<file path="config.mk">
export PLATFORM = sky130hd
export DESIGN_NAME = csr_access_arb_flat
export DESIGN_NICKNAME = d
export VERILOG_FILES = /design/src/rtl/csr_access_arb_if.sv /design/src/rtl/csr_access_arb.sv /design/src/flat_wrapper.sv
export SDC_FILE = /design/constraint.sdc
export NUM_CORES = 1
export LEC_CHECK = 0
export CAP_MARGIN = 20
export CORE_AREA = 2 2 145 147
export DETAILED_ROUTE_END_ITERATION = 7
export DIE_AREA = 0 0 147 149
export GPL_TIMING_DRIVEN = 0
export HOLD_SLACK_MARGIN = 0.05
export PLACE_DENSITY = 0.74
export SYNTH_ARGS = -nofsm -noshare
export SYNTH_HDL_FRONTEND = slang
export SYNTH_SLANG_ARGS = --single-unit
export TNS_END_PERCENT = 100
</file>
<file path="constraint.sdc">
create_clock -name clk -period 2.5 [get_ports clk]
set_clock_uncertainty 0.2 [all_clocks]
set_input_delay 0.25 -clock clk [delete_from_list [all_inputs] [get_ports clk]]
set_output_delay 0.25 -clock clk [all_outputs]
set_load 0.01 [all_outputs]
</file>
<file path="src/rtl/csr_access_arb_if.sv">
// csr_access_arb_if: pipeline, debug and supervisor-CSR signals shared by the arbiter.
interface csr_access_arb_if #(parameter int XLEN = 64);
    logic            PipeCSRReqM;
    logic            PipeCSRWriteM;
    logic [11:0]     PipeCSRAdrM;
    logic [XLEN-1:0] PipeCSRWriteValM;
    logic            STrapM;
    logic            StallPipeM;
    logic            DbgReqValid;
    logic            DbgReqReady;
    logic            DbgWrite;
    logic            DbgWide;
    logic [11:0]     DbgAdr;
    logic [63:0]     DbgWData;
    logic            DbgRspValid;
    logic            DbgRspReady;
    logic [XLEN-1:0] DbgRspData;
    logic            DbgRspErr;
    logic            CSRSWriteM;
    logic [11:0]     CSRAdrM;
    logic [XLEN-1:0] CSRWriteValM;
    logic [XLEN-1:0] CSRSReadValM;
    logic            IllegalCSRSAccessM;
    modport master (
        input  PipeCSRReqM, PipeCSRWriteM, PipeCSRAdrM, PipeCSRWriteValM, STrapM,
        input  DbgReqValid, DbgWrite, DbgWide, DbgAdr, DbgWData, DbgRspReady,
        input  CSRSReadValM, IllegalCSRSAccessM,
        output StallPipeM, DbgReqReady, DbgRspValid, DbgRspData, DbgRspErr,
        output CSRSWriteM, CSRAdrM, CSRWriteValM
    );
    modport slave (
        output PipeCSRReqM, PipeCSRWriteM, PipeCSRAdrM, PipeCSRWriteValM, STrapM,
        output DbgReqValid, DbgWrite, DbgWide, DbgAdr, DbgWData, DbgRspReady,
        output CSRSReadValM, IllegalCSRSAccessM,
        input  StallPipeM, DbgReqReady, DbgRspValid, DbgRspData, DbgRspErr,
        input  CSRSWriteM, CSRAdrM, CSRWriteValM
    );
endinterface

</file>
<file path="src/rtl/csr_access_arb.sv">
// csr_access_arb: shares the supervisor CSR port between the M-stage pipeline and a debug requester.
module csr_access_arb #(
    parameter int XLEN    = 64,
    parameter int MAXWAIT = 8
) (
    input logic              clk,
    input logic              reset,
    csr_access_arb_if.master bus
);
    typedef enum logic [1:0] {IDLE, ACC, HI, RSP} state_e;
    state_e          state_q, state_d;
    logic [3:0]      wait_q, wait_d;
    logic            write_q, write_d, wide_q, wide_d, err_q, err_d;
    logic [11:0]     adr_q, adr_d;
    logic [63:0]     wdata_q, wdata_d;
    logic [XLEN-1:0] rdata_q, rdata_d;
    logic            dbg_acc, dbg_hi, accept, legal, go_hi;
    always_comb begin
        // Debug ownership is masked during reset so a reset in HI never writes the high word.
        dbg_acc          = (state_q == ACC) & ~reset;
        dbg_hi           = (state_q == HI) & ~reset;
        legal            = ~bus.IllegalCSRSAccessM & ~bus.STrapM;
        bus.DbgReqReady  = (state_q == IDLE) & ~reset & ~bus.STrapM
                         & (~bus.PipeCSRReqM | (wait_q == 4'(MAXWAIT)));
        accept           = bus.DbgReqValid & bus.DbgReqReady;
        bus.StallPipeM   = (dbg_acc | dbg_hi) & bus.PipeCSRReqM;
        bus.CSRAdrM      = dbg_acc ? adr_q : dbg_hi ? 12'h15D : bus.PipeCSRAdrM;
        bus.CSRWriteValM = dbg_acc ? wdata_q[XLEN-1:0] : dbg_hi ? XLEN'(wdata_q[63:32]) : bus.PipeCSRWriteValM;
        bus.CSRSWriteM   = dbg_acc ? write_q & legal : dbg_hi ? legal : bus.PipeCSRReqM & bus.PipeCSRWriteM;
        bus.DbgRspValid  = (state_q == RSP) & ~reset;
        bus.DbgRspData   = rdata_q;
        bus.DbgRspErr    = err_q;
        go_hi            = (XLEN == 32) & wide_q & write_q & (adr_q == 12'h14D) & ~bus.IllegalCSRSAccessM;
        wait_d           = (accept | ~bus.DbgReqValid) ? 4'd0
                         : ((state_q == IDLE) & (wait_q != 4'(MAXWAIT))) ? wait_q + 4'd1 : wait_q;
        write_d          = accept ? bus.DbgWrite : write_q;
        wide_d           = accept ? bus.DbgWide : wide_q;
        adr_d            = accept ? bus.DbgAdr : adr_q;
        wdata_d          = accept ? bus.DbgWData : wdata_q;
        rdata_d          = (dbg_acc & ~bus.STrapM) ? bus.CSRSReadValM : rdata_q;
        err_d            = (dbg_acc & ~bus.STrapM) ? bus.IllegalCSRSAccessM
                         : (dbg_hi & ~bus.STrapM) ? err_q | bus.IllegalCSRSAccessM : err_q;
        state_d          = state_q;
        case (state_q)
            IDLE:    state_d = accept ? ACC : IDLE;
            ACC:     state_d = bus.STrapM ? ACC : go_hi ? HI : RSP;
            HI:      state_d = bus.STrapM ? HI : RSP;
            default: state_d = bus.DbgRspReady ? IDLE : RSP;
        endcase
    end
    always_ff @(posedge clk) begin
        if (reset) begin
            state_q <= IDLE;
            wait_q  <= '0;
            write_q <= 1'b0;
            wide_q  <= 1'b0;
            adr_q   <= '0;
            wdata_q <= '0;
            rdata_q <= '0;
            err_q   <= 1'b0;
        end else begin
            state_q <= state_d;
            wait_q  <= wait_d;
            write_q <= write_d;
            wide_q  <= wide_d;
            adr_q   <= adr_d;
            wdata_q <= wdata_d;
            rdata_q <= rdata_d;
            err_q   <= err_d;
        end
    end
endmodule

</file>
<file path="src/flat_wrapper.sv">
// flat-port wrapper written by rule: the top's interface ports become plain ports
module csr_access_arb_flat 
#(
    parameter int XLEN    = 64,
    parameter int MAXWAIT = 8
)
  (clk, reset, bus_PipeCSRReqM, bus_PipeCSRWriteM, bus_PipeCSRAdrM, bus_PipeCSRWriteValM, bus_STrapM, bus_DbgReqValid, bus_DbgWrite, bus_DbgWide, bus_DbgAdr, bus_DbgWData, bus_DbgRspReady, bus_CSRSReadValM, bus_IllegalCSRSAccessM, bus_StallPipeM, bus_DbgReqReady, bus_DbgRspValid, bus_DbgRspData, bus_DbgRspErr, bus_CSRSWriteM, bus_CSRAdrM, bus_CSRWriteValM);
  csr_access_arb_if #(.XLEN(XLEN)) bus_i ();
  input logic clk;
  input logic reset;
  input wire logic [$bits(bus_i.PipeCSRReqM)-1:0] bus_PipeCSRReqM;
  input wire logic [$bits(bus_i.PipeCSRWriteM)-1:0] bus_PipeCSRWriteM;
  input wire logic [$bits(bus_i.PipeCSRAdrM)-1:0] bus_PipeCSRAdrM;
  input wire logic [$bits(bus_i.PipeCSRWriteValM)-1:0] bus_PipeCSRWriteValM;
  input wire logic [$bits(bus_i.STrapM)-1:0] bus_STrapM;
  input wire logic [$bits(bus_i.DbgReqValid)-1:0] bus_DbgReqValid;
  input wire logic [$bits(bus_i.DbgWrite)-1:0] bus_DbgWrite;
  input wire logic [$bits(bus_i.DbgWide)-1:0] bus_DbgWide;
  input wire logic [$bits(bus_i.DbgAdr)-1:0] bus_DbgAdr;
  input wire logic [$bits(bus_i.DbgWData)-1:0] bus_DbgWData;
  input wire logic [$bits(bus_i.DbgRspReady)-1:0] bus_DbgRspReady;
  input wire logic [$bits(bus_i.CSRSReadValM)-1:0] bus_CSRSReadValM;
  input wire logic [$bits(bus_i.IllegalCSRSAccessM)-1:0] bus_IllegalCSRSAccessM;
  output wire logic [$bits(bus_i.StallPipeM)-1:0] bus_StallPipeM;
  output wire logic [$bits(bus_i.DbgReqReady)-1:0] bus_DbgReqReady;
  output wire logic [$bits(bus_i.DbgRspValid)-1:0] bus_DbgRspValid;
  output wire logic [$bits(bus_i.DbgRspData)-1:0] bus_DbgRspData;
  output wire logic [$bits(bus_i.DbgRspErr)-1:0] bus_DbgRspErr;
  output wire logic [$bits(bus_i.CSRSWriteM)-1:0] bus_CSRSWriteM;
  output wire logic [$bits(bus_i.CSRAdrM)-1:0] bus_CSRAdrM;
  output wire logic [$bits(bus_i.CSRWriteValM)-1:0] bus_CSRWriteValM;
  assign bus_i.PipeCSRReqM = bus_PipeCSRReqM;
  assign bus_i.PipeCSRWriteM = bus_PipeCSRWriteM;
  assign bus_i.PipeCSRAdrM = bus_PipeCSRAdrM;
  assign bus_i.PipeCSRWriteValM = bus_PipeCSRWriteValM;
  assign bus_i.STrapM = bus_STrapM;
  assign bus_i.DbgReqValid = bus_DbgReqValid;
  assign bus_i.DbgWrite = bus_DbgWrite;
  assign bus_i.DbgWide = bus_DbgWide;
  assign bus_i.DbgAdr = bus_DbgAdr;
  assign bus_i.DbgWData = bus_DbgWData;
  assign bus_i.DbgRspReady = bus_DbgRspReady;
  assign bus_i.CSRSReadValM = bus_CSRSReadValM;
  assign bus_i.IllegalCSRSAccessM = bus_IllegalCSRSAccessM;
  assign bus_StallPipeM = bus_i.StallPipeM;
  assign bus_DbgReqReady = bus_i.DbgReqReady;
  assign bus_DbgRspValid = bus_i.DbgRspValid;
  assign bus_DbgRspData = bus_i.DbgRspData;
  assign bus_DbgRspErr = bus_i.DbgRspErr;
  assign bus_CSRSWriteM = bus_i.CSRSWriteM;
  assign bus_CSRAdrM = bus_i.CSRAdrM;
  assign bus_CSRWriteValM = bus_i.CSRWriteValM;
  csr_access_arb #(.XLEN(XLEN), .MAXWAIT(MAXWAIT)) u_core (.clk(clk), .reset(reset), .bus(bus_i));
endmodule
</file>
==> Word level (Yosys, flattened, before mapping) <==
Index checks and enable logic that the tools add are counted.
{ "classes": {"eq_ne": 5, "n_mux": 13, "add_sub_neg": 1, "bitwise_logic": 23, "n_reduce_logical": 3} }
{ "op_table": {"columns": ["operator", "n"], "rows": [
  ["$mux 64", 2],
  ["$mux 12", 2],
  ["$and 1x1->1", 14],
  ["$mux 1", 6],
  ["$pmux 2 s3", 1],
  ["$not 1->1", 5],
  ["$add 4x1->4 const B", 1],
  ["$eq 2x2->1 const B", 2],
  ["$eq 4x4->1 const B", 1],
  ["$mux 2", 2],
  ["$ne 4x4->1 const B", 1],
  ["$or 1x1->1", 4],
  ["$eq 2x1->1 const B", 1],
  ["$logic_not 2->1", 1],
  ["$reduce_bool 2->1", 1],
  ["$reduce_or 2->1", 1]
]} }
{ "word_totals": {"input_bits": 226, "output_inout_bits": 145, "ff_bits": 148} }

==> Depth between registers and ports, before layout <==
Gate-level depths: netlist of the first run.
{ "depth": {"depth_word": 7, "mapped_depth": 7, "ltp_nobuf": 5} }

==> Worst setup path before layout of the first run <==
Ideal clock, no wire load.
{ "synth_timing": {"path_kind": "register to output", "from": "register u_core.state_q[1]", "to": "output bus_CSRWriteValM[13]", "arrival_ns": 1.616, "path_buffers": 2, "path_stages_with_launch": 6, "slack_ns": 0.434, "required_time_ns": 2.050, "path_cell_list": "dfxtp_1 > nor3b_1 > or2_2 > buf_2 > clkbuf_1 > o21ai_0"} }
{ "synth_via": {"elab_chain_cells": 4, "elab_cells_between_ends": 6, "cone_classes": "eq/ne (2); mux (2); bitwise (2)"} }
{ "synth_rtl": {"columns": ["element", "line", "text"], "rows": [
  ["start, declared", "csr_access_arb.sv:11", "state_e state_q, state_d;"],
  ["start signal, assigned", "csr_access_arb.sv:62", "state_q <= state_d;"],
  ["$eq 2x2->1", "csr_access_arb.sv:21", "dbg_hi = (state_q == HI) & ~reset;"],
  ["$and 1x1->1", "csr_access_arb.sv:21", null],
  ["$mux 64", "csr_access_arb.sv:28", "bus.CSRWriteValM = dbg_acc ? wdata_q[XLEN-1:0] : dbg_hi ? XLEN'(wdata_q[63:32]) : bus.PipeCSRWriteValM;"],
  ["$mux 64 (*)", "csr_access_arb.sv:28", null],
  ["end, declared", "flat_wrapper.sv:31", "output wire logic [$bits(bus_i.CSRWriteValM)-1:0] bus_CSRWriteValM;"]
]} }
Mark *: on every way between the ends. The rest lies on a longest branch, timed or not.

==> Final worst setup path of the first run <==
{ "layout_timing": {"from": "register u_core.state_q[0]", "to": "output bus_CSRWriteValM[30]"} }
Same word-level chain as after synthesis.

==> key figures, run 1 <==
Floorplan
  • Initial cell density of the core: approximately 35%
  • IO Count: approximately 370
  • Die area: 21900 µm²
  • Core box area: just over 20000 µm²
  • Chip Width: roughly 150 µm
  • Die Y-Extent: about 150 µm
  • FP Rows: between 50 and 60

Critical path
  • Req. time, crit path: 2050 ps
  • Largest stage delay, worst path: approximately 360 ps
  • Reg-to-reg endpoint: u_core.wdata_q[22]
  • Most frequent CP cell: buf_12
  • Crit start category: register
  • CP arrival: between 1500 and 2000 ps
  • R2R setup slack: around 210 ps
  • Worst Path Class, Setup: reg2out
  • Reg2reg path depth: 7
  • Endpoint type of the worst setup path: primary output
  • Crit-path max FO: 10
  • Worst path cell trace: nor3b_4 > clkbuf_8 > buf_6 > buf_12 > buf_12 > a22oi_2 > o21ai_1 > buf_2
  • Slowest library cell on the worst path: dfxtp_4
  • Worst R2R Start: u_core.wait_q[0]

Power and ir drop
  • Psw: about 1.8 mW
  • Int Power: 4.714 mW
  • Net Sw Frac: between 20% and 30%
  • Logic pwr share: approximately 20%
  • Clock network power share: about two fifths
  • Leakage power: approximately 4.5 nW
  • Flop pwr share: between 30 and 40%
  • Peak VDD IR: between 400 and 500 µV
  • Tot Pwr: ~6.5 mW
  • Pwr Density: approximately 540 nW/µm²

Clock network
  • Clock sinks: about 150
  • Clk slew on worst S/H paths: about 80 ps
  • CTS tree: done
  • Clk buf depth: 2
  • CTS hold repair buffers: 0
  • CTS root buf: clkbuf_16
  • Worst-Skew Late Latency: between 400 and 500 ps
  • TritonCTS Buffers: 17
  • CTS H-tree lvls: 4

Synthesis
  • Mean Syn Cell Area: 8.440 µm²
  • Yosys cell types: 39
  • Sequential share of the synthesized area: 41.74%
  • Asr flop ratio synth: 0%
  • Count leader, synth: nand2b_1
  • Top post-synthesis cells by area: dfxtp_1 (42%), nand2b_1 (14%), mux2i_1 (11%), nand2_1 (7.1%), a21oi_1 (4.9%)
  • Synth Register Bits: ~150
  • Cell Area, Synth: roughly 7100 µm²
  • Yosys top cell by area: dfxtp_1
  • Warnings from Yosys: 0
  • Syn nets: around 1100
  • Post-synth top area share: 41.74%
  • Number of synthesized flops with an enable pin: 0
  • Synth Flop Type: dfxtp_1
  • Most frequent cells after synthesis: nand2b_1 (156), dfxtp_1 (148), nand2_1 (135)
  • Synth Instances: 841

Route
  • Mean number of vias per cell: between 4 and 5
  • Pre-antenna DRT Iters: 4
  • Number of DRC markers in iteration 0: roughly 280
  • # DRC: 0
  • WL per Instance: ~17 µm
  • Via count: 7299
  • Final WL: about 27 mm
  • Antenna Violating Nets Remaining: 0

Timing
  • Slew @ Worst Pin: between 600 and 700 ps
  • Period minus WS final: 2441 ps
  • Hold Violations, Final: 0
  • FMAX: ~400 MHz
  • RSZ-0062 raised after global routing: yes
  • Worst slew margin: 57.60%
  • Final count of negative-setup-slack endpoints: 0
  • Final Max Slew Viols: 0
  • Part of the cycle the worst path needs: 97.65%

Place
  • GPL Wtd Cong: between 0.8 and 0.9
  • Post-DP HPWL: about 20 mm
  • PortBufs: 369

Hold path
  • HP Start: bus_CSRSReadValM[9]
  • Hold Crit Depth: 3
  • Hold EP: u_core.bus.DbgRspData[9]
  • Min-delay worst type: in2reg

Cells and area
  • Final #Nets: 1465
  • Fraction of layout cells with a size suffix above 1: between 10% and 20%
  • Area growth syn-to-layout: 67.94%
  • Final core occ: between 50 and 60%
  • # diodes: 0

GRT
  • Largest net degree at the start of global routing: 17
  • First-pass GRT wire length: approximately 40 mm
  • Vias in the first global route: 7315
  • All-Layer GR Usage: 23.57%
  • Antenna violations before repair: 0
  • Gr ovfl total: 0

Run
  • Max-Cap Viols: 0

Outcome
  • Status: complete, no violations
[how the worst max path moves through the flow]
stage | from | endpoint | slack, ps | depth (start not counted)
finish | u_core.state_q[0] | bus_CSRWriteValM[30] | 60 | 8
CTS | u_core.state_q[0] | bus_CSRWriteValM[23] | -210 | 9
floorplan | u_core.state_q[1] | bus_CSRWriteValM[13] | 430 | 5
detailed placement | reset | bus_CSRWriteValM[58] | -1140 | 8
global route | u_core.state_q[0] | bus_CSRWriteValM[12] | -8 | 7
global placement | reset | bus_CSRWriteValM[15] | -1390 | 7
[critical path: cells and delay by family (launching register included)]
kind	cells	cell delay (ps)
DFF	1	360
buffers and inverters	5	700
and+or+nand+nor	1	160
AOI/OAI and AO/OA	2	340
[metrics by stage]
stage | setup TNS [ps] | setup WS [ps] | area [µm²] | hold slack [ps] | instances
2_1_floorplan | 0 | 434.0 | 7098 | 186.0 | 841
3_3_place_gp | -99220 | -1386 | 11140 | 240.4 | 1485
3_5_place_dp | -87480 | -1143 | 11140 | 246.2 | 1486
4_1_cts | -1527 | -211.2 | 11910 | 137.8 | 1524
5_1_grt | -14.24 | -7.845 | 11920 | 160.2 | 1525
6_report | 0 | 58.78 | 11920 | 151.2 | 1525
[cell families after synthesis]
kind of cell | share of synthesized area (%)
AOI/OAI and AO/OA | 17.49
xor gates and xnor gates | 0.1234
adders and majority gates | 0.3525
buffers and inverters | 6.187
DFF | 41.74
muxes | 11.02
and+or+nand+nor | 23.09
[final cells by class]
cell class	count	area (µm²)
Clock buffer	17	425.4
Clock inverter	15	180.2
Buffer	68	467.9
Tap cell	275	344.1
Multi-Input combinational cell	586	3824
Timing Repair Buffer	380	3576
Inverter	36	135.1
Fill cell	1885	8637
Sequential cell	148	2968
[state kept, by name, summed over array words and instances, names as in the netlist]
signal and flops:
u_core.write_q 1, u_core.bus.DbgRspErr 1, u_core.bus.DbgRspData 64, u_core.wdata_q 64, u_core.adr_q 12, u_core.state_q 2, u_core.wait_q 4
[power groups by stage]
stage	sequential, mW	clock (mW)	combinational, mW
after floorplan	2.56	0	0.496
after global placement	2.55	0	1.30
after detailed placement	2.55	0	1.31
after CTS	2.50	2.75	1.30
after global routing	2.51	2.82	1.40
final	2.51	2.68	1.30
[routing by layer]
layer	vias up	global-route usage, %	share of wire [%]
li1	3624	-	-
met2	287	41.10	49
met1	3361	27.26	41
met4	0	7.692	1.7
met5	-	0	0
met3	27	8.073	8.5
[cell usage in the layout, fill, tap and decap left out, drive strengths merged, types with 2 or more instances in the layout]
cell,n
a21oi,70
a22oi,32
a22o,38
clkdlybuf4s50,290
bufinv,2
nor3b,5
dfxtp,148
nand3,2
dlygate4sd2,19
ha,2
nor2,3
inv,47
clkinv,2
o21a,2
nand2,135
nor2b,2
clkbuf,75
o32ai,2
a2111oi,2
nand2b,156
clkdlybuf4s15,11
or2,4
mux2i,77
buf,69
o21ai,34
or3b,2
o22a,6
[what timing repair did]
action,4_1_cts,5_1_grt
setup endpoints to repair,157,78
setup buffers,6,2
cloned,1,1
pin swaps,3,4
gates resized for setup,306,61
(Power assumes the default switching activity.)
==> inputs of run 2 (changes only) <==
--- a/config.mk
+++ b/config.mk
@@ -12,6 +12,7 @@
 export GPL_TIMING_DRIVEN = 0
 export HOLD_SLACK_MARGIN = 0.05
 export PLACE_DENSITY = 0.74
+export SETUP_SLACK_MARGIN = 0.02
 export SYNTH_ARGS = -nofsm -noshare
 export SYNTH_HDL_FRONTEND = slang
 export SYNTH_SLANG_ARGS = --single-unit
==> run 2 against run 1 <==
Against the previous run:
- die area unchanged
- sequential power barely moved
- critical path depth is 2 lower
- first-iteration DRC count grew 6.1%
- critical path type unchanged
- largest power group unchanged
==> key figures, run 2 (synthesis results as in run 1) <==
Cells and area
  • Leading cell type in the layout, fill and taps excluded: clkdlybuf4s50_1
  • Final #Nets: 1466 (+0.068%)
  • Final core occ: 57.74% (-0.25 points)
  • Fraction of layout cells with a size suffix above 1: 12.71% (-0.090 points)
  • Most frequent cells in the layout: clkdlybuf4s50_1 (289), nand2b_1 (156), dfxtp_1 (146)
  • Area growth syn-to-layout: 67.21%
  • Non-filler instance count after layout: 1526 (+0.066%)
  • # diodes: 0 (unchanged)

Route
  • Number of DRC markers in iteration 0: 295 (+6.1%)
  • Antenna Violating Nets Remaining: 0 (unchanged)
  • Final WL: 26.42 mm (-0.34%)
  • WL per Instance: 17.32 µm (-0.40%)
  • Via count: 7331 (+0.44%)
  • # DRC: 0 (unchanged)
  • Mean number of vias per cell: 4.804 (+0.37%)
  • Pre-antenna DRT Iters: 5 (+1)

Clock network
  • TritonCTS Buffers: 17 (unchanged)
  • CTS hold repair buffers: 0 (unchanged)
  • Clock sinks: 148 (unchanged)
  • CTS root buf: clkbuf_16
  • Clk buf depth: 2 (unchanged)
  • Clk slew on worst S/H paths: 80 ps (about the same)
  • CTS tree: done
  • CTS H-tree lvls: 4 (unchanged)
  • Worst-Skew Late Latency: 430 ps (about the same)

Hold path
  • Min-delay worst type: in2reg
  • Hold EP: u_core.bus.DbgRspData[9]
  • Hold Crit Depth: 3 (unchanged)
  • HP Start: bus_CSRSReadValM[9]

Timing
  • Slew @ Worst Pin: 617.7 ps (-18.21 ps)
  • Final count of negative-setup-slack endpoints: 0 (unchanged)
  • Worst slew margin: 58.82% (+1.2 points)
  • RSZ-0062 raised after global routing: yes
  • Final Max Slew Viols: 0 (unchanged)
  • Period minus WS final: 2428 ps (-13.40 ps)
  • FMAX: 411.9 MHz (+0.55%)
  • Part of the cycle the worst path needs: 97.11% (-0.54 points)
  • Hold Violations, Final: 0 (unchanged)

Power and ir drop
  • Net Sw Frac: 27.30% (about the same)
  • Flop pwr share: 38.7% (about the same)
  • Clock network power share: 41.4% (about the same)
  • Int Power: 4.702 mW (-0.25%)
  • Leakage power: 4.542 nW (+0.23%)
  • Pwr Density: 545.0 nW/µm² (+0.22%)
  • Psw: 1.766 mW (-0.12%)
  • Peak VDD IR: 425.8 µV (+0.29%)
  • Logic pwr share: 19.9% (about the same)

Place
  • Post-DP HPWL: 20.14 mm (unchanged)
  • PortBufs: 369 (unchanged)
  • GPL Wtd Cong: 0.8451 (unchanged)
  • DP Cell Count: 1486 (unchanged)

Critical path
  • Reg-to-reg endpoint: u_core.wdata_q[29]
  • Reg2reg path depth: 7 (unchanged)
  • Worst path cell trace: nor3b_4 > clkbuf_8 > nor2_4 > buf_4 > a22o_1 > dlygate4sd2_1
  • Largest stage delay, worst path: 360 ps (about the same)
  • Slowest library cell on the worst path: dfxtp_4
  • Crit start category: register
  • Endpoint type of the worst setup path: primary output
  • Crit-path max FO: 10 (unchanged)
  • Req. time, crit path: 2050 ps (about the same)
  • CP arrival: 1980 ps (about the same)
  • Worst Path Class, Setup: reg2out
  • Worst R2R Start: u_core.wait_q[0]
  • R2R setup slack: 160 ps (-50 ps)

GRT
  • Gr ovfl total: 0 (unchanged)
  • Vias in the first global route: 7294 (-0.29%)
  • First-pass GRT wire length: 40.13 mm (about the same)
  • All-Layer GR Usage: 23.57% (unchanged)
  • Largest net degree at the start of global routing: 17 (unchanged)
  • Antenna violations before repair: 0 (unchanged)

Outcome
  • Status: complete, no violations

Floorplan
  • Die area: 21900 µm² (unchanged)
  • Chip Width: 147 µm (unchanged)
  • IO Count: 371 (unchanged)
  • Initial cell density of the core: 34.53% (unchanged)
  • FP Rows: 53 (unchanged)
  • Die Y-Extent: 149 µm (unchanged)
  • Core box area: 20560 µm² (unchanged)

Run
  • Max-Cap Viols: 0 (unchanged)
[run 2: cell types whose count changed in the layout (fill, tap and decap cells not counted), moves of 2 or more]
| cell | before | now |
|---|---|---|
| clkbuf_2 | 11 | 20 |
| buf_2 | 48 | 42 |
| clkdlybuf4s15_2 | 8 | 2 |
| buf_4 | 6 | 11 |
| buf_12 | 3 | 0 |
| clkdlybuf4s15_1 | 3 | 6 |
| o21ai_0 | 16 | 18 |
| o21ai_1 | 17 | 15 |
[run 2: what timing repair did]
item	4_1_cts	5_1_grt
buffers inserted	8	1
pin swaps	3	3
resized for setup	293	63
gates cloned	1	1
endpoints found under the setup margin	157	109
[run 2: critical path, delay by kind of cell, from the launching register on]
family	cells	cell delay, ps
buffers and inverters	3	670
flip-flops	1	360
AND/OR/NAND/NOR	2	310
AO/OA/AOI/OAI	1	200
[run 2: worst max path at each step]
stage	to	depth (start not counted)	slack [ps]	start
after floorplan	bus_CSRWriteValM[13]	5	430	u_core.state_q[1]
after global placement	bus_CSRWriteValM[15]	7	-1390	reset
after detailed placement	bus_CSRWriteValM[58]	8	-1140	reset
after CTS	bus_CSRWriteValM[58]	7	-80	u_core.state_q[0]
after global routing	bus_CSRWriteValM[40]	6	1	u_core.state_q[1]
final	bus_CSRWriteValM[40]	6	70	u_core.state_q[1]
[run 2: metrics by stage]
stage	worst slack, ps	area [µm²]	hold WS [ps]	TNS (ps)	power [mW]
after floorplan	434.0	7098	186.0	0	3.052
after global placement	-1386	11140	240.4	-99220	3.852
after detailed placement	-1143	11140	246.2	-87480	3.859
after CTS	-81.37	11900	137.8	-323.6	6.546
after global routing	1.309	11870	160.2	0	6.723
final	72.18	11870	150.9	0	6.468
[run 2: power groups by stage]
| stage | logic, mW | registers, mW | clock network, mW |
|---|---|---|---|
| finish | 1.28 | 2.50 | 2.68 |
| global route | 1.39 | 2.51 | 2.82 |
| CTS | 1.29 | 2.50 | 2.75 |
| detailed placement | 1.31 | 2.55 | 0 |
| global placement | 1.30 | 2.55 | 0 |
| floorplan | 0.496 | 2.56 | 0 |
[run 2: layout make-up]
type                       instances  area, µm²
timing repair buffer             381       3535
inverter                          36      135.1
sequential                       148       2970
fill                            1897       8688
clock inverter                    15      180.2
tap                              275      344.1
clock buffer                      17      425.4
multi-input combinational        586       3824
buffer                            68      455.4
[run 2: metal layers]
metal,track usage [%],vias to the layer above,part of all wire [%]
li1,-,3627,-
met1,27.45,3371,41
met2,40.85,304,48
met3,7.859,29,8.8
met4,8.077,0,2.0
met5,0,-,0
==> inputs of run 3 (changes only) <==
--- a/config.mk
+++ b/config.mk
@@ -5,13 +5,14 @@
 export SDC_FILE = /design/constraint.sdc
 export NUM_CORES = 1
 export LEC_CHECK = 0
+export ABC_AREA = 1
 export CAP_MARGIN = 20
 export CORE_AREA = 2 2 145 147
 export DETAILED_ROUTE_END_ITERATION = 7
 export DIE_AREA = 0 0 147 149
 export GPL_TIMING_DRIVEN = 0
 export HOLD_SLACK_MARGIN = 0.05
-export PLACE_DENSITY = 0.74
+export PLACE_DENSITY = 0.76
 export SETUP_SLACK_MARGIN = 0.02
 export SYNTH_ARGS = -nofsm -noshare
 export SYNTH_HDL_FRONTEND = slang
==> constraint.sdc (replaced) <==
create_clock -name clk -period 2.16 [get_ports clk]
set_clock_uncertainty 0.2 [all_clocks]
set_input_delay 0.216 -clock clk [delete_from_list [all_inputs] [get_ports clk]]
set_output_delay 0.216 -clock clk [all_outputs]
set_load 0.01 [all_outputs]
==> run 3 against run 2 <==
Against the previous run:
- non-clock buffer count down 6
- cell area down 3.6%
- hold slack worse by 3.3 ps
- largest power group unchanged
- synthesized cell count up 24%
- global-route usage up 0.88 points
- first-iteration DRC count down 13%
- setup slack worse by 75 ps
- the run now ends with setup timing left
- wire length up 3.0%
- die area unchanged
- register-to-register slack better by 80 ps
- power up 13%
==> key figures, run 3 <==
Clock network
  • CTS H-tree lvls: 4 (unchanged)
  • TritonCTS Buffers: 17 (unchanged)
  • Clock sinks: 148 (unchanged)
  • CTS root buf: clkbuf_16
  • Worst-Skew Late Latency: 430 ps (about the same)
  • Clk buf depth: 2 (unchanged)
  • CTS tree: done
  • Clk slew on worst S/H paths: 70 ps (about the same)

Synthesis
  • Yosys top cell by area: dfxtp_1
  • Count leader, synth: nand2_1
  • Synth Flop Type: dfxtp_1
  • Sequential share of the synthesized area: 43.60% (+1.9 points)
  • Mean Syn Cell Area: 6.540 µm² (-23%)
  • Post-synth top area share: 43.60% (+1.9 points)
  • Yosys cell types: 23 (-41%)
  • Top post-synthesis cells by area: dfxtp_1 (44%), nand2_1 (16%), nor2_1 (15%), o21ai_0 (5.7%), inv_1 (4.8%)
  • Synth Instances: 1039 (+24%)
  • Warnings from Yosys: 0 (unchanged)
  • Syn nets: 1267 (+19%)
  • Most frequent cells after synthesis: nand2_1 (286), nor2_1 (265), dfxtp_1 (148)
  • Number of synthesized flops with an enable pin: 0 (unchanged)
  • Asr flop ratio synth: 0% (unchanged)
  • Cell Area, Synth: 6795 µm² (-4.3%)
  • Synth Register Bits: 148 (unchanged)

Power and ir drop
  • Psw: 1.986 mW (+12%)
  • Pwr Density: 636.2 nW/µm² (+17%)
  • Net Sw Frac: 27.27% (-0.030 points)
  • Int Power: 5.295 mW (+13%)
  • Peak VDD IR: 515.8 µV (+21%)
  • Clock network power share: 42.5% (+1.1 points)
  • Leakage power: 5.320 nW (+17%)
  • Logic pwr share: 18.0% (-1.9 points)
  • Flop pwr share: 39.5% (+0.8 points)

Critical path
  • R2R setup slack: 240 ps (+80 ps)
  • Req. time, crit path: 1740 ps (-310 ps)
  • Endpoint type of the worst setup path: primary output
  • Worst Path Class, Setup: reg2out
  • Crit-path max FO: 10 (unchanged)
  • CP arrival: 1750 ps (-230 ps)
  • Crit start category: register

Timing
  • Slew @ Worst Pin: 643.4 ps (+25.69 ps)
  • RSZ-0062 raised after global routing: yes
  • FMAX: 462.3 MHz
  • Period minus WS final: between 2000 and 2500 ps
  • Final count of negative-setup-slack endpoints: 2 (+2)
  • Part of the cycle the worst path needs: 100.2%
  • Final Max Slew Viols: 0 (unchanged)
  • Hold Violations, Final: 0 (unchanged)
  • Fin worst setup slack: -3.311 ps (-75.49 ps)
  • Worst slew margin: 57.11% (-1.7 points)

Route
  • WL per Instance: 15.78 µm (-8.9%)
  • M1 WL: 10.82 mm (+0.25%)
  • Number of DRC markers in iteration 0: 257 (-13%)
  • Met2 routed WL: 13.41 mm (+4.9%)
  • Antenna Violating Nets Remaining: 0 (unchanged)
  • # DRC: 0 (unchanged)
  • Via count: 7910 (+7.9%)
  • Pre-antenna DRT Iters: 5 (unchanged)
  • Mean number of vias per cell: 4.586 (-4.5%)
  • DR top layer: met4
  • Met3 WL: 2.226 mm (-4.3%)
  • Final WL: 27.22 mm (+3.0%)

GRT
  • Antenna violations before repair: 0 (unchanged)
  • Largest net degree at the start of global routing: 17 (unchanged)
  • Gr ovfl total: 0 (unchanged)
  • Vias in the first global route: 7701 (+5.6%)
  • First-pass GRT wire length: 41.55 mm (+3.5%)
  • All-Layer GR Usage: 24.45% (+0.88 points)

Floorplan
  • Die area: 21900 µm² (unchanged)
  • Die Y-Extent: 149 µm (unchanged)
  • FP Rows: 53 (unchanged)
  • Core box area: 20560 µm² (unchanged)
  • Initial cell density of the core: 33.06% (-1.5 points)
  • Chip Width: 147 µm (unchanged)
  • IO Count: 371 (unchanged)

Place
  • GPL Wtd Cong: 0.9034 (+6.9%)
  • Post-DP HPWL: 20.89 mm (+3.8%)
  • PortBufs: 368 (-0.27%)
  • Post-Place Worst Slack: -552.9 ps (+589.9 ps)
  • Total placed instance area: 10820 µm² (-2.9%)

Outcome
  • Failing checks: setup timing
  • Status: finished with violations

Cells and area
  • Fraction of layout cells with a size suffix above 1: 15.10% (+2.4 points)
  • Leading cell type in the layout, fill and taps excluded: clkdlybuf4s50_1
  • Most frequent cells in the layout: clkdlybuf4s50_1 (288), nand2_1 (271), nor2_1 (265)
  • Area growth syn-to-layout: 68.40%
  • Fillers: 1984 (+4.6%)
  • # diodes: 0 (unchanged)
  • Final #Nets: 1665 (+14%)
  • Final instance area: 11440 µm² (-3.6%)

Hold path
  • Min-delay worst type: in2reg

Run
  • Max-Cap Viols: 0 (unchanged)
run 3: changes by cell type in the layout (fill, tap and decap cells not counted), sizes merged, moves of 45 or more:
cell and change:
inv +56, nand2 +154, mux2i -77, nand2b -156, nor2 +265, a21oi -45
clkbuf -45, buf +66, o21ai +56
run 3: metal layers:
metal  global-route usage (%)  vias up
met5                        0        -
met4                    8.798        0
met3                    7.462       43
met2                    43.69      323
met1                    27.68     3535
li1                         -     4009
run 3: critical path: stages (launching register included):
cell and delay, ps:
dfxtp_2 330, inv_4 90, nand3_4 190, nand2_8 180, inv_16 70, buf_12 150
nand2_2 60, o211ai_1 80, buf_2 170
run 3: path summary, 6_finish.rpt:
path | start | to | cells after the start
worst max-delay path | u_core.state_q[0] | bus_CSRWriteValM[31] | 8
worst min-delay path | reset | u_core.bus.DbgRspData[54] | 3
worst max register to register | u_core.state_q[0] | u_core.bus.DbgRspData[17] | 10
worst min register to register | u_core.bus.DbgRspData[26] | u_core.bus.DbgRspData[26] | 2
run 3: kinds of logic after synthesis:
kind of cell    synth area share (%)
compound gates                 12.10
buf+inv                        10.79
simple gates                   33.14
flops                          43.60
fa+ha+maj                     0.3682
run 3: repair_timing:
action,CTS,global route
setup buffers,7,2
cloned,0,1
gates resized for setup,398,37
pin swaps,3,3
hold endpoints to repair,6,0
hold buffers,1,0
setup endpoints to repair,80,80
run 3: cell type report:
type	count	area (µm²)	area share [%]
buffer	64	509.2	4.450
clock buffer	17	425.4	3.717
clock inverter	15	180.2	1.574
inverter	94	389.1	3.400
multi-input combinational	733	3227	28.20
sequential	148	2970	25.96
tap	275	344.1	3.007
timing repair buffer	379	3398	29.70
run 3: power by group through the flow:
| stage | registers, mW | logic [mW] | clock network [mW] |
|---|---|---|---|
| detailed placement | 2.93 | 1.35 | 0 |
| finish | 2.87 | 1.31 | 3.09 |
| floorplan | 2.94 | 0.466 | 0 |
| global route | 2.88 | 1.43 | 3.27 |
| global placement | 2.93 | 1.34 | 0 |
| CTS | 2.87 | 1.29 | 3.16 |
run 3: per-stage QoR:
stage | hold WS [ps] | util (%) | power, mW | instances | TNS (ps)
final | 147.6 | 55.67 | 7.280 | 1725 | -5.049
after global routing | 160.0 | 55.67 | 7.578 | 1725 | -3208
after CTS | 149.2 | 55.06 | 7.327 | 1722 | -1279
after detailed placement | 251.9 | 52.65 | 4.279 | 1682 | -33400
after global placement | 249.0 | 52.65 | 4.267 | 1682 | -33750
after floorplan | 150.9 | - | 3.409 | 1039 | 0
